===== src/rtl/mul_pkg.sv =====
// Shared constants, Booth digit encoding and elaboration-time helpers for the
// signed radix-4 Booth multiplier datapath.
package mul_pkg;

    localparam int WIDTH = 6;
    localparam int PW    = 2 * WIDTH;
    localparam int NPP   = (WIDTH + 1) / 2;

    typedef enum logic [2:0] {
        ZERO,
        POS1,
        POS2,
        NEG1,
        NEG2
    } booth_t;

    function automatic int pw_of(input int w);
        return 2 * w;
    endfunction

    function automatic int npp_of(input int w);
        return (w + 1) / 2;
    endfunction

    // Rows left after one layer of 3:2 compressors: each full triple becomes two.
    function automatic int csa_next(input int n);
        return 2 * (n / 3) + (n % 3);
    endfunction

    function automatic int csa_count_at(input int n, input int lvl);
        int c;
        c = n;
        for (int i = 0; i < lvl; i++) c = csa_next(c);
        return c;
    endfunction

    function automatic int csa_levels(input int n);
        int c;
        int l;
        c = n;
        l = 0;
        for (int i = 0; i < 64; i++) begin
            if (c > 2) begin
                c = csa_next(c);
                l++;
            end
        end
        return l;
    endfunction

    function automatic booth_t booth_decode(input logic [2:0] win);
        booth_t d;
        case (win)
            3'b001, 3'b010: d = POS1;
            3'b011:         d = POS2;
            3'b100:         d = NEG2;
            3'b101, 3'b110: d = NEG1;
            default:        d = ZERO;
        endcase
        return d;
    endfunction

endpackage


===== src/rtl/booth_pp_gen.sv =====
// One radix-4 Booth partial product: selects 0, a or 2a, inverted when the digit
// is negative; the +1 that completes the negation is returned as neg_o.
module booth_pp_gen #(
    parameter int WIDTH = 6,
    parameter int PW    = 12
) (
    input  logic [WIDTH-1:0] a_i,
    input  logic [2:0]       win_i,
    output logic [PW-1:0]    pp_o,
    output logic             neg_o
);
    import mul_pkg::*;

    booth_t                  dig;
    logic signed [WIDTH-1:0] a_s;
    logic signed [PW-1:0]    a_ext;
    logic signed [PW-1:0]    mag;

    assign dig   = booth_decode(win_i);
    assign a_s   = a_i;
    assign a_ext = PW'(a_s);

    always_comb begin
        mag = '0;
        case (dig)
            POS1, NEG1: mag = a_ext;
            POS2, NEG2: mag = a_ext <<< 1;
            default:    mag = '0;
        endcase
    end

    assign neg_o = (dig == NEG1) || (dig == NEG2);
    assign pp_o  = neg_o ? ~mag : mag;

endmodule


===== src/rtl/mul_top.sv =====
// Signed WIDTH x WIDTH multiplier: Booth partial products, carry-save reduction,
// ripple carry-propagate adder, registered 2*WIDTH-bit product (latency 1).
module mul_top #(
    parameter int WIDTH = mul_pkg::WIDTH
) (
    input  logic               clk,
    input  logic               rst_n,
    input  logic [WIDTH-1:0]   a,
    input  logic [WIDTH-1:0]   b,
    output logic [2*WIDTH-1:0] out
);
    import mul_pkg::*;

    localparam int PROD_W = pw_of(WIDTH);
    localparam int NPP_N  = npp_of(WIDTH);
    localparam int NR     = NPP_N + 1;
    localparam int NLV    = csa_levels(NR);

    logic signed [WIDTH-1:0]   b_s;
    logic signed [2*NPP_N-1:0] b_ext;
    logic [2*NPP_N:0]          bx;
    logic [PROD_W-1:0]         pp [NPP_N];
    logic [NPP_N-1:0]          neg;
    logic [PROD_W-1:0]         negv;
    logic [PROD_W-1:0]         rows [NR];
    logic [PROD_W-1:0]         sum_v;
    logic [PROD_W-1:0]         cry_v;
    logic [PROD_W-1:0]         out_d;
    logic [PROD_W-1:0]         out_q;

    // Implicit zero below bit 0 of b; odd widths get one extra sign bit on top.
    assign b_s   = b;
    assign b_ext = (2*NPP_N)'(b_s);
    assign bx    = {b_ext, 1'b0};

    for (genvar i = 0; i < NPP_N; i++) begin : g_pp
        booth_pp_gen #(
            .WIDTH(WIDTH),
            .PW   (PROD_W)
        ) u_pp (
            .a_i  (a),
            .win_i(bx[2*i+2 -: 3]),
            .pp_o (pp[i]),
            .neg_o(neg[i])
        );
        assign rows[i] = pp[i] << (2 * i);
    end

    always_comb begin
        negv = '0;
        for (int i = 0; i < NPP_N; i++) negv[2*i] = neg[i];
    end
    assign rows[NPP_N] = negv;

    if (NLV == 0) begin : g_flat
        assign sum_v = rows[0];
        assign cry_v = rows[1];
    end else begin : g_tree
        for (genvar L = 0; L < NLV; L++) begin : g_lv
            localparam int N  = csa_count_at(NR, L);
            localparam int G  = N / 3;
            localparam int NN = csa_next(N);
            logic [PROD_W-1:0] cur [N];
            logic [PROD_W-1:0] nxt [NN];

            if (L == 0) begin : g_src
                assign cur = rows;
            end else begin : g_src
                assign cur = g_lv[L-1].nxt;
            end

            for (genvar j = 0; j < G; j++) begin : g_csa
                assign nxt[2*j]   = cur[3*j] ^ cur[3*j+1] ^ cur[3*j+2];
                assign nxt[2*j+1] = ((cur[3*j] & cur[3*j+1]) | (cur[3*j] & cur[3*j+2])
                                   | (cur[3*j+1] & cur[3*j+2])) << 1;
            end
            for (genvar r = 0; r < N - 3*G; r++) begin : g_pass
                assign nxt[2*G+r] = cur[3*G+r];
            end
        end
        assign sum_v = g_lv[NLV-1].nxt[0];
        assign cry_v = g_lv[NLV-1].nxt[1];
    end

    // Carry out of the MSB is dropped; the product always fits in PROD_W bits.
    always_comb begin
        logic carry;
        carry = 1'b0;
        out_d = '0;
        for (int i = 0; i < PROD_W; i++) begin
            out_d[i] = sum_v[i] ^ cry_v[i] ^ carry;
            carry    = (sum_v[i] & cry_v[i]) | (carry & (sum_v[i] ^ cry_v[i]));
        end
    end

    // Stage boundary: product register.
    always_ff @(posedge clk or negedge rst_n) begin
        if (!rst_n) out_q <= '0;
        else        out_q <= out_d;
    end

    assign out = out_q;

endmodule


===== config.mk =====
export PLATFORM = sky130hd
export DESIGN_NAME = mul_top
export DESIGN_NICKNAME = d
export VERILOG_FILES = /design/src/rtl/mul_pkg.sv /design/src/rtl/booth_pp_gen.sv /design/src/rtl/mul_top.sv
export SDC_FILE = /design/constraint.sdc
export NUM_CORES = 1
export LEC_CHECK = 0
export BUFFER_PORTS_ARGS = -buffer_cell sky130_fd_sc_hd__buf_4
export CORE_ASPECT_RATIO = 0.9
export CORE_UTILIZATION = 55
export DETAILED_ROUTE_END_ITERATION = 8
export GPL_ROUTABILITY_DRIVEN = 0
export PLACE_DENSITY = 0.74
export SYNTH_ARGS = -nofsm -noshare
export SYNTH_HDL_FRONTEND = slang
export SYNTH_SLANG_ARGS = --single-unit
export TNS_END_PERCENT = 5

===== constraint.sdc =====
create_clock -name clk -period 0.8 [get_ports clk]
set_input_delay 0 -clock clk [delete_from_list [all_inputs] [get_ports clk]]
set_output_delay 0 -clock clk [all_outputs]
set_load 0.02 [all_outputs]

# [After elaboration in Yosys (flattened, before gate mapping)]
# Index checks and enable logic that the tools add are counted.
[classes] muxes=9 bitwise_logic=66 reduce_logical=13 n_eq_ne=27
[op_table] cell="$and A11 B11 Y11" count=4
[op_table] cell="$or A11 B11 Y11" count=4
[op_table] cell="$xor A12 B12 Y12" count=3
[op_table] cell="$eq A3 B2 Y1 const B" count=10
[op_table] cell="$eq A3 B3 Y1 const B" count=9
[op_table] cell="$pmux W12 S2" count=1
[op_table] cell="$pmux W3 S4" count=2
[op_table] cell="$and A11 B5 Y11" count=2
[op_table] cell="$xor A1 B1 Y1" count=21
[op_table] cell="$pmux W10 S2" count=1
[op_table] cell="$reduce_or A2 Y1" count=10
[op_table] cell="$and A1 B1 Y1" count=19
[op_table] cell="$pmux W8 S2" count=1
[op_table] cell="$eq A3 B1 Y1 const B" count=5
[op_table] cell="$mux W12" count=1
[op_table] cell="$not A12 Y12" count=1
[op_table] cell="$xor A12 B5 Y12" count=1
[op_table] cell="$mux W10" count=1
[op_table] cell="$not A10 Y10" count=1
[op_table] cell="$or A1 B1 Y1" count=9
[op_table] cell="$pmux W3 S3" count=1
[op_table] cell="$mux W8" count=1
[op_table] cell="$not A8 Y8" count=1
[op_table] cell="$eq A2 B2 Y1 const B" count=2
[op_table] cell="other kinds (2)" count=4
[totals] inputBits=14 wordCells=116 regBits=12

# [Logic depth before layout (Yosys ltp)]
# Gate-level depths: netlist (run 1).
[logic_depth] ltp_word=34 mapped_depth=20 depth_no_buf=19

# [Modules after synthesis]
# Synthesis (run 1) repeated with hierarchy kept, for this count alone.
[hier_totals] cells_unflattened=160 hier_area_um2=1819.2
[modules_own_cells] mod="booth_pp_gen" area_each_um2=305.3 cells_per_inst=32 seq_area_each_um2=0.0 n_inst=3
[modules_own_cells] mod="mul_top" area_each_um2=903.4 cells_per_inst=64 seq_area_each_um2=300.3 n_inst=1

# [Worst setup path before layout (run 1)]
# OpenSTA, ideal clock, no wires.
[synth_timing] path_kind="input -> register" start="input b[3]" end="register out_q[11] (netlist: out[11])" required_ns=0.675 slack_ns=-3.979 arrival_ns=4.653 setup_time_ns=0.125 stages=20 cell_sequence="buf_2 -> inv_1 -> ha_1 -> or3_1 -> nand3_2 -> o21ai_4 -> xor2_1 -> fa_1 -> inv_1 -> fa_1 -> fa_1 -> fa_1 -> fa_1 -> inv_1 -> fa_1 -> fa_1 -> fa_1 -> fa_1 -> xnor2_1 -> xnor2_1"
[synth_via] elab_chain_cells=32 elab_cells_between_ends=90 classes_between="eq/ne: 20; mux: 6; bitwise: 54; reduce/logical: 10"
[synth_lines] element="start, declared" line_no="mul_top.sv:9" rtl="input logic [WIDTH-1:0] b,"
[synth_lines] element="$eq A3 B3 Y1 (tied with other cells)" line_no="mul_pkg.sv:53" rtl="case (win)"
[synth_lines] element="$reduce_or A2 Y1" line_no="mul_pkg.sv:53"
[synth_lines] element="$pmux W3 S4" line_no="mul_pkg.sv:53"
[synth_lines] element="$eq A3 B2 Y1 (tied with other cells)" line_no="booth_pp_gen.sv:25" rtl="case (dig)"
[synth_lines] element="$reduce_or A2 Y1" line_no="booth_pp_gen.sv:25"
[synth_lines] element="$pmux W10 S2" line_no="booth_pp_gen.sv:25"
[synth_lines] element="$not A10 Y10" line_no="booth_pp_gen.sv:33" rtl="assign pp_o = neg_o ? ~mag : mag;"
[synth_lines] element="$mux W10" line_no="booth_pp_gen.sv:33"
[synth_lines] element="[... 17 more ...]"
[synth_lines] element="$and A1 B1 Y1" line_no="mul_top.sv:92" rtl="carry = (sum_v[i] & cry_v[i]) | (carry & (sum_v[i] ^ cry_v[i]));"
[synth_lines] element="$or A1 B1 Y1" line_no="mul_top.sv:92"
[synth_lines] element="$and A1 B1 Y1" line_no="mul_top.sv:92"
[synth_lines] element="$or A1 B1 Y1" line_no="mul_top.sv:92"
[synth_lines] element="$and A1 B1 Y1" line_no="mul_top.sv:92"
[synth_lines] element="$or A1 B1 Y1" line_no="mul_top.sv:92"
[synth_lines] element="$xor A1 B1 Y1 (*)" line_no="mul_top.sv:91" rtl="out_d[i] = sum_v[i] ^ cry_v[i] ^ carry;"
[synth_lines] element="named net out_d[11]" line_no="mul_top.sv:28" rtl="logic [PROD_W-1:0] out_d;"
[synth_lines] element="end signal, assigned" line_no="mul_top.sv:99" rtl="else out_q <= out_d;"
[synth_lines] element="end, declared" line_no="mul_top.sv:29" rtl="logic [PROD_W-1:0] out_q;"
# The timed path passes the listed nets; every way through them passes the cells marked *.

# [Final worst setup path (run 1)]
# Same ends and word-level chain as after synthesis.

==> results of run 1 <==
==> area by class of cell <==
| type | instances | area share, % |
|---|---|---|
| Sequential cell | 12 | 14.6 |
| Clock buffer | 4 | 1.77 |
| Timing Repair Buffer | 55 | 22.6 |
| Tap cell | 28 | 1.71 |
| Multi-Input combinational cell | 103 | 54.0 |
| Inverter | 29 | 5.30 |
==> what timing repair did <==
item                                    in CTS  in global routing
endpoints found under the setup margin      13                 22
resized for setup                           11                 17
pin swaps                                    1                  2
endpoints found under the hold margin       12                  0
hold buffers                                 1                  0
==> path summary, 6_finish.rpt <==
check / slack [ns] / startpoint / depth (start not counted) / endpoint
max: -3.37 / b[3] / 20 / out[11]
min: 0.09 / rst_n / 2 / out[4]
max in group asynchronous: 0.57 / rst_n / 2 / out[5]
min in group clk: 0.14 / b[1] / 3 / out[0]
==> routing by layer <==
metal | up-vias | GRT usage (%) | routed length [um]
met5 | - | 0 | 0
met4 | 0 | 11.0 | 51
met3 | 5 | 3.23 | 110
met2 | 32 | 36.9 | 1340
met1 | 556 | 25.9 | 1220
li1 | 584 | - | -
==> stage by stage <==
step                hold WS, ns  util, %  cell area, um2  setup TNS, ns
finish                   0.0866     81.1            2050         -21.86
floorplan                -0.296        -            1540         -25.11
global route              0.103     81.1            2050         -22.90
global placement         -0.159     75.2            1900         -24.87
CTS                      0.0861     78.6            1990         -22.09
detailed placement       -0.157     75.2            1900         -25.58
==> synthesized netlist by cell type <==
master | n | share of area [%]
ha_1 | 17 | 14
nor2b_1 | 1 | 0.42
inv_1 | 29 | 7.2
nor3_4 | 1 | 1.1
buf_4 | 1 | 0.50
a221o_1 | 2 | 1.3
clkbuf_1 | 2 | 0.50
nand2b_1 | 1 | 0.42
nand2_1 | 6 | 1.5
nor2_1 | 8 | 2.0
a221oi_1 | 3 | 1.7
a21oi_1 | 9 | 3.0
dfrtp_1 | 12 | 20
o21ai_1 | 2 | 0.66
o21ai_4 | 1 | 1.1
nor3b_1 | 1 | 0.50
a22oi_2 | 1 | 0.83
xnor2_1 | 7 | 4.1
clkbuf_8 | 3 | 2.7
xor2_1 | 15 | 8.7
a22oi_1 | 4 | 2.0
nand3_2 | 1 | 0.66
o21ai_0 | 4 | 1.3
fa_1 | 16 | 21
nor3_1 | 1 | 0.33
mux2i_1 | 1 | 0.66
buf_2 | 3 | 1.0
or3_1 | 1 | 0.42
==> kinds of logic (layout without fill, tap and decap cells) <==
family	count (synthesis)	count (layout)	synth area share [%]
DFF	12	12	19.9
muxes	1	1	0.664
xor gates and xnor gates	22	22	12.8
adders and majority gates	33	33	35.4
AOI/OAI and AO/OA	26	26	12.0
buffers and inverters	38	88	12.0
and+or+nand+nor	21	21	7.31
==> where the power goes <==
group	total, mW	internal (mW)	switching, mW
Combinational	2.81	1.40	1.41
Clock	0.474	0.277	0.197
Sequential	1.02	0.897	0.120
==> placed cells by master (no fill, tap or decap), types with 2 or more instances in the layout <==
master | Yosys | routed
a21oi_1 | 9 | 8
a221o_1 | 2 | 2
a221oi_1 | 3 | 3
a22oi_1 | 4 | 4
buf_4 | 1 | 41
buf_6 | 0 | 13
clkbuf_4 | 0 | 3
dfrtp_1 | 12 | 12
fa_1 | 16 | 10
fa_2 | 0 | 6
ha_1 | 17 | 13
ha_2 | 0 | 2
ha_4 | 0 | 2
inv_1 | 29 | 27
inv_2 | 0 | 2
nand2_1 | 6 | 6
nor2_1 | 8 | 7
o21ai_1 | 2 | 3
o21ai_2 | 0 | 2
xnor2_1 | 7 | 6
xor2_1 | 15 | 14
==> summary.md, run 1 <==
| Metric | Value |
|---|---|
| Number of synthesized register bits | 12 |
| RSZ-0062 raised after global routing | yes |
| CTS tree | yes |
| Clock buffer count from CTS | 3 |
| FILL cells | between 150 and 200 |
| Crit path kind | in2reg |
| Final Hold Viols | 0 |
| Starting density of the core | roughly three fifths |
| Worst slew pin tran | roughly 0.36 ns |
| Synth cell types | 28 |
| DP Cell Count | between 200 and 250 |
| Min cycle time layout | between 4 and 5 ns |
| Footprint of the multi-input gates | between 1000 and 1500 um2 |
| Vias | about 1.2k |
| Syn Inst Count | between 150 and 200 |
| Area grow syn2layout | 36.2% |
| Power density over cell area | roughly 2100 nW/um2 |
| PnR Total Power | around 4.3 mW |
| 1st-iter DRT viols | 18 |
| Clk pin slew, worst setup/hold paths | 0.07 ns |
| Number of antenna-violating nets in the routed design | 0 |
| GRT Util Overall | about a fifth |
| CTS Sinks | 12 |
| Antenna cell count | 0 |
| Number of global-route vias before repair | around 1.1k |
| Die height | ~52 um |
| Core Region | about 2500 um2 |
| Die area | between 2000 and 3000 um2 |
| Worst Setup Slack, final | -3.37 ns |
| Worst setup EP type | register |
| Maximum clock rate | 240 MHz |
| Synthesized area | 1510 um2 |
| CTS Root Cell | clkbuf_4 |
| GR Overflow Total | 0 |
| Buf/Inv on CP | 4 |
| Post-route non-filler standard cell count | 231 |
| Critical path startpoint category | input pin |
| DRC | 0 |
| Crit-path cells | buf_4, inv_2, ha_2, or3_1, nand3_2, o21ai_4, xor2_2, fa_1, inv_1, fa_1, fa_2, fa_2, fa_1, inv_1, fa_2, fa_2, fa_2, fa_2, xnor2_2, xnor2_1 |
| Avg WL per Cell | about 12 um |
| DP Wirelength | 2.39 mm |
| Max reg flops | 12 |
| Detailed Route WL | roughly 2.7 mm |
| I/O Buffers | 25 |
| H-tree depth | 1 |
| Max Root-Sink Buffers | 2 |
| Die width | roughly 57 um |
| Pre-CTS setup slack | -3.71 ns |
| Sequential Area | 300 um2 |
| Max VDD drop | 1.12 mV |
| Yosys warning total | 0 |
| Outcome | finished, violations left |
| Share of post-route cells with drive strength above 1 | between 30% and 40% |
| Max Slew Vio Count | 0 |
| Sequential-to-total area share from yosys stat | between 10% and 20% |
| Pre-Repair DR Iteration Count | 4 |
| Largest net degree at the start of global routing | 13 |
| Failing checks | negative setup slack |
| Num rows | 17 |
| Critical path's top delay family | adder cells |
| Ports | 26 |
| Leakage power | approximately 1 nW |
| Headroom to the max-slew limit | roughly three quarters |
| CP max-delay cell | fa_1 |
| Data arrival, critical path | roughly 4.3 ns |
| CP max stage delay | around 0.5 ns |
| Req. time, crit path | between 0.9 and 1 ns |
| Nets@finish | around 250 |
| Syn_nets | 200 |
| Min-delay worst type | in2async |
| Setup bufs post-CTS | 0 |
| Final number of setup-violating endpoints | 10 |
| Initial antenna violation count | 0 |
| Fin crit share | 522% |
| Avg Cell Area, Syn | slightly below 10 um2 |
| Largest fanout on the critical path | 4 |
| Maxcap violations | 0 |
| Vias/cell | 5.10 |
| First-pass GRT wire length | roughly 4.7 mm |
| Crit-path most repeated cell | fa_2 |
Power figures use the tool's default switching activity.
==> inputs of run 2 (changes only) <==
--- a/config.mk
+++ b/config.mk
@@ -7,10 +7,12 @@
 export LEC_CHECK = 0
 export BUFFER_PORTS_ARGS = -buffer_cell sky130_fd_sc_hd__buf_4
 export CORE_ASPECT_RATIO = 0.9
+export CORE_MARGIN = 4
 export CORE_UTILIZATION = 55
 export DETAILED_ROUTE_END_ITERATION = 8
 export GPL_ROUTABILITY_DRIVEN = 0
 export PLACE_DENSITY = 0.74
+export SKIP_LAST_GASP = 1
 export SYNTH_ARGS = -nofsm -noshare
 export SYNTH_HDL_FRONTEND = slang
 export SYNTH_SLANG_ARGS = --single-unit
==> run 2 against run 1 <==
Against the previous run:
- the flow still finishes with violations (negative setup slack)
- sequential power down 6%
- largest cell class unchanged
- first-iteration DRC count up 83%
- via count down 0.68%
- worst hold slack better by 0.0077 ns
==> summary.md, run 2 (synthesized netlist as in run 1, its figures left out) <==
| Metric | Value |
|---|---|
| Maxcap violations | 0 |
| Worst setup EP type | register |
| Initial antenna violation count | 0 |
| H-tree depth | 1 |
| Final Hold Viols | 0 |
| RSZ-0062 raised after global routing | yes |
| Avg WL per Cell | 12.1 um |
| Worst slew pin tran | ~0.4 ns |
| Setup_tns | -21.89 ns |
| Number of global-route vias before repair | approximately 1.2k |
| Starting density of the core | 59.5% |
| Die area | 3640 um2 |
| Fin util | around four fifths |
| CTS tree | yes |
| Largest fanout on the critical path | 4 |
| Max reg flops | 12 |
| GRT Util Overall | between 15 and 20% |
| Num rows | 17 |
| Outcome | finished, violations left |
| Power density over cell area | slightly above 2000 nW/um2 |
| Max Root-Sink Buffers | 2 |
| PnR Total Power | a little over 4 mW |
| Final number of setup-violating endpoints | 10 |
| Core Region | between 2000 and 3000 um2 |
| GR Overflow Total | 0 |
| First-pass GRT wire length | 5.00 mm |
| Ports | 26 |
| Nets@finish | ~250 |
| Crit path kind | in2reg |
| Vias | roughly 1.2k |
| Data arrival, critical path | 4.29 ns |
| 1st-iter DRT viols | 33 |
| Setup bufs post-CTS | 0 |
| Max VDD drop | 1.18 mV |
| Critical path startpoint category | input pin |
| Min cycle time layout | 4.13 ns |
| Maximum clock rate | around 240 MHz |
| Number of antenna-violating nets in the routed design | 0 |
| FILL cells | 173 |
| Vias/cell | about 5.0 |
| Pre-CTS setup slack | -3.68 ns |
| Worst Setup Slack, final | -3.33 ns |
| Crit. Startpoint | b[3] |
| Die height | about 58 um |
| Pre-Repair DR Iteration Count | 4 |
| Leakage power | roughly 1.0 nW |
| CTS Sinks | 12 |
| Antenna cell count | 0 |
| Req. time, crit path | between 0.9 and 1 ns |
| Area grow syn2layout | 31.1% |
| DRC | 0 |
| Most frequent cells in the layout | 56 x buf_4, 28 x inv_1, 15 x xor2_1, 15 x ha_1, 12 x dfrtp_1 |
| Die width | around 63 um |
| I/O Buffers | 25 |
| Min-delay worst type | in2async |
| DP Wirelength | ~2.5 mm |
| Headroom to the max-slew limit | between 70% and 80% |
| Max Slew Vio Count | 0 |
| Detailed Route WL | approximately 2.8 mm |
| Post-Layout Inst Area | approximately 2000 um2 |
| Most common cell after layout, fill and taps aside | buf_4 |
| Fin crit share | 517% |
| CTS Root Cell | clkbuf_4 |
| Failing checks | negative setup slack |
| Placed cell areas | about 1900 um2 |
| Share of post-route cells with drive strength above 1 | a little over a third |
| Largest net degree at the start of global routing | 13 |
| Clock buffer count from CTS | 3 |
| Clk pin slew, worst setup/hold paths | 0.07 ns |
## run 2: changes by cell type in the layout (fill, tap and decap cells not counted), moves of 2 or more
cell,delta
buf_4,+15
buf_6,-13
o21ai_0,+3
ha_1,+2
o21ai_2,-2
## run 2: routing by layer
layer	track usage [%]	vias up	wire length, um
met5	0	-	0
met3	3.10	4	150
met2	28.9	35	1350
li1	-	590	-
met4	6.29	0	38
met1	22.8	540	1270
## run 2: per-stage QoR
stage	hold WS, ns	std cells
floorplan	-0.296	153
global placement	-0.159	228
detailed placement	-0.156	228
CTS	0.0927	233
global route	0.107	233
finish	0.0943	233
## run 2: path summary, 6_finish.rpt
check                      cells after the start  slack, ns      end
max in group asynchronous                      2       0.56   out[4]
hold / removal                                 2       0.09   out[8]
setup / recovery                              20      -3.33  out[11]
min in group clk                               3       0.16   out[0]
## run 2: final cells by class
cell class | count | area (um2) | area share, %
Clock buffer | 4 | 36.3 | 1.84
Inverter | 29 | 109 | 5.51
Multi-Input combinational cell | 103 | 1060 | 53.9
Tap cell | 28 | 35.0 | 1.77
Timing Repair Buffer | 57 | 430 | 21.8
Sequential cell | 12 | 300 | 15.2
## run 2: worst max-delay path, stage by stage
cell and delay, ns:
buf_4 0.10, inv_2 0.05, ha_2 0.19, or3_1 0.35, nand3_2 0.09, o21ai_4 0.06
xor2_1 0.15, fa_1 0.49, inv_1 0.05, fa_1 0.50, fa_2 0.20, fa_2 0.19
fa_1 0.15, inv_1 0.05, fa_2 0.33, fa_2 0.34, fa_2 0.35, fa_2 0.38
xnor2_2 0.14, xnor2_1 0.12
## run 2: power breakdown
group / internal [mW] / switching [mW]
logic: 1.22 / 1.41
registers: 0.893 / 0.0645
clock network: 0.277 / 0.191
total: 2.39 / 1.66
## run 2: what timing repair did
action,CTS,global route
gates cloned,0,0
resized for setup,0,2
pin swaps,0,4
endpoints found under the hold margin,12,0
setup endpoints to repair,11,22
hold buffers,1,0
==> inputs of run 3 (changes only) <==
--- a/config.mk
+++ b/config.mk
@@ -9,6 +9,7 @@
 export CORE_ASPECT_RATIO = 0.9
 export CORE_MARGIN = 4
 export CORE_UTILIZATION = 55
+export CTS_BUF_LIST = sky130_fd_sc_hd__clkbuf_4
 export DETAILED_ROUTE_END_ITERATION = 8
 export GPL_ROUTABILITY_DRIVEN = 0
 export PLACE_DENSITY = 0.74
==> run 3 against run 2 <==
Against the previous run:
- the run still ends with negative setup slack left
- critical path depth is the same
- maximum frequency is essentially flat
- via count grew 0.17%
- cell area shrank 0.51%
- sequential share of layout area grew 0.078 points
- utilization shrank 0.40 points
==> summary.md, run 3 (synthesized netlist as in run 1, its figures left out) <==
| Metric | Value |
|---|---|
| Crit path kind | in2reg |
| Number of global-route vias before repair | 1194 |
| I/O Buffers | 25 |
| GRT Util Overall | ~17% |
| Detailed Route WL | 2.82 mm |
| Final number of setup-violating endpoints | 10 |
| Headroom to the max-slew limit | between 70% and 80% |
| Avg WL per Cell | about 12 um |
| First-pass GRT wire length | roughly 5 mm |
| Maxcap violations | 0 |
| PnR Total Power | ~4.0 mW |
| Register share of total power | between 20% and 30% |
| Core Region | about 2500 um2 |
| Hold_ws | 0.0943 ns |
| Final Hold Viols | 0 |
| Setup bufs post-CTS | 0 |
| Clk pin slew, worst setup/hold paths | roughly 0.070 ns |
| Outcome | finished, violations left |
| Pre-Repair DR Iteration Count | 4 |
| Power density over cell area | ~2000 nW/um2 |
| CTS Root Cell | clkbuf_4 |
| CTS tree | yes |
| Worst setup EP type | register |
| Maximum clock rate | 242 MHz |
| Vias | 1171 |
| Switching share of total power | approximately two fifths |
| Max Root-Sink Buffers | 2 |
| H-tree depth | 1 |
| Number of antenna-violating nets in the routed design | 0 |
| Worst slew pin tran | just under 0.4 ns |
| Die height | ~58 um |
| Psw | 1.66 mW |
| Logic pwr share | between 60% and 70% |
| Req. time, crit path | 0.95 ns |
| Max reg flops | 12 |
| CTS Sinks | 12 |
| Min-delay worst type | in2async |
| Min cycle time layout | slightly above 4 ns |
| Max VDD drop | ~1.2 mV |
| DRC | 0 |
| Num rows | 17 |
| Nets@finish | about 250 |
| Most frequent cells in the layout | 56 x buf_4, 28 x inv_1, 15 x xor2_1, 15 x ha_1, 12 x dfrtp_1 |
| Share of post-route cells with drive strength above 1 | a little over a third |
| Ports | 26 |
| Largest net degree at the start of global routing | 13 |
| GR Overflow Total | 0 |
| Die area | 3640 um2 |
| Worst Setup Slack, final | -3.33 ns |
| Starting density of the core | between 50% and 60% |
| Max Slew Vio Count | 0 |
| Die width | 63.2 um |
| Data arrival, critical path | 4.29 ns |
| Most common cell after layout, fill and taps aside | buf_4 |
| Antenna cell count | 0 |
| Internal power | between 2 and 2.5 mW |
| Fin crit share | 517% |
| Largest fanout on the critical path | 4 |
| Critical path startpoint category | input pin |
| DP Wirelength | around 2.5 mm |
| Failing checks | negative setup slack |
| Vias/cell | roughly 5.0 |
| RSZ-0062 raised after global routing | yes |
| Initial antenna violation count | 0 |
| Clock buffer count from CTS | 3 |
| Clock power frac | a little under a tenth |
| Leakage power | 1.00 nW |
| Area grow syn2layout | 30.4% |
| 1st-iter DRT viols | 32 |
-- run 3: cell type report --
class	count	area [um2]
multi-input combinational	103	1060
fill	173	567
timing repair buffer	57	430
sequential	12	300
inverter	29	109
tap	28	35.0
clock buffer	3	22.5
clock inverter	1	3.75
-- run 3: stage by stage --
stage               cells  util [%]  TNS [ns]  area (um2)  setup WS [ns]
floorplan             153         -    -25.11        1540          -3.65
global placement      228      75.8    -24.88        1920          -3.61
detailed placement    228      75.8    -25.43        1920          -3.68
CTS                   233      77.2    -22.28        1950          -3.39
global route          233      77.6    -23.73        1960          -3.49
finish                233      77.6    -21.89        1960          -3.33
-- run 3: power by group through the flow --
stage / combinational [mW] / sequential [mW] / clock (mW)
3_5_place_dp: 2.62 / 0.972 / 0
2_1_floorplan: 1.39 / 1.32 / 0
4_1_cts: 2.64 / 0.961 / 0.385
5_1_grt: 3.00 / 0.988 / 0.421
3_3_place_gp: 2.54 / 0.972 / 0
6_report: 2.63 / 0.958 / 0.369
-- run 3: worst paths after layout --
kind | startpoint | end | slack [ns] | cells after the start
min in group clk | b[1] | out[0] | 0.16 | 3
setup / recovery | b[3] | out[11] | -3.33 | 20
max in group asynchronous | rst_n | out[4] | 0.55 | 2
hold / removal | rst_n | out[8] | 0.09 | 2
-- run 3: what timing repair did --
action / in CTS / in global routing
endpoints found under the hold margin: 12 / 0
resized for setup: 0 / 2
cloned: 0 / 0
hold buffers: 1 / 0
pin swaps: 0 / 4
setup endpoints to repair: 11 / 22
-- run 3: metal layers --
| metal | track usage (%) | vias up | wire length, um | part of all wire [%] |
|---|---|---|---|---|
| met5 | 0 | - | 0 | 0 |
| met4 | 6.29 | 0 | 38 | 1.3 |
| met3 | 3.10 | 4 | 147 | 5.2 |
| met2 | 28.9 | 33 | 1360 | 48 |
| met1 | 22.8 | 544 | 1280 | 45 |
| li1 | - | 590 | - | - |
-- run 3: worst max-delay path, cell delays in order --
cell and delay, ns:
buf_4 0.10, inv_2 0.05, ha_2 0.19, or3_1 0.35, nand3_2 0.09, o21ai_4 0.06
xor2_1 0.15, fa_1 0.49, inv_1 0.05, fa_1 0.50, fa_2 0.20, fa_2 0.19
fa_1 0.15, inv_1 0.05, fa_2 0.33, fa_2 0.34, fa_2 0.35, fa_2 0.38
xnor2_2 0.14, xnor2_1 0.12
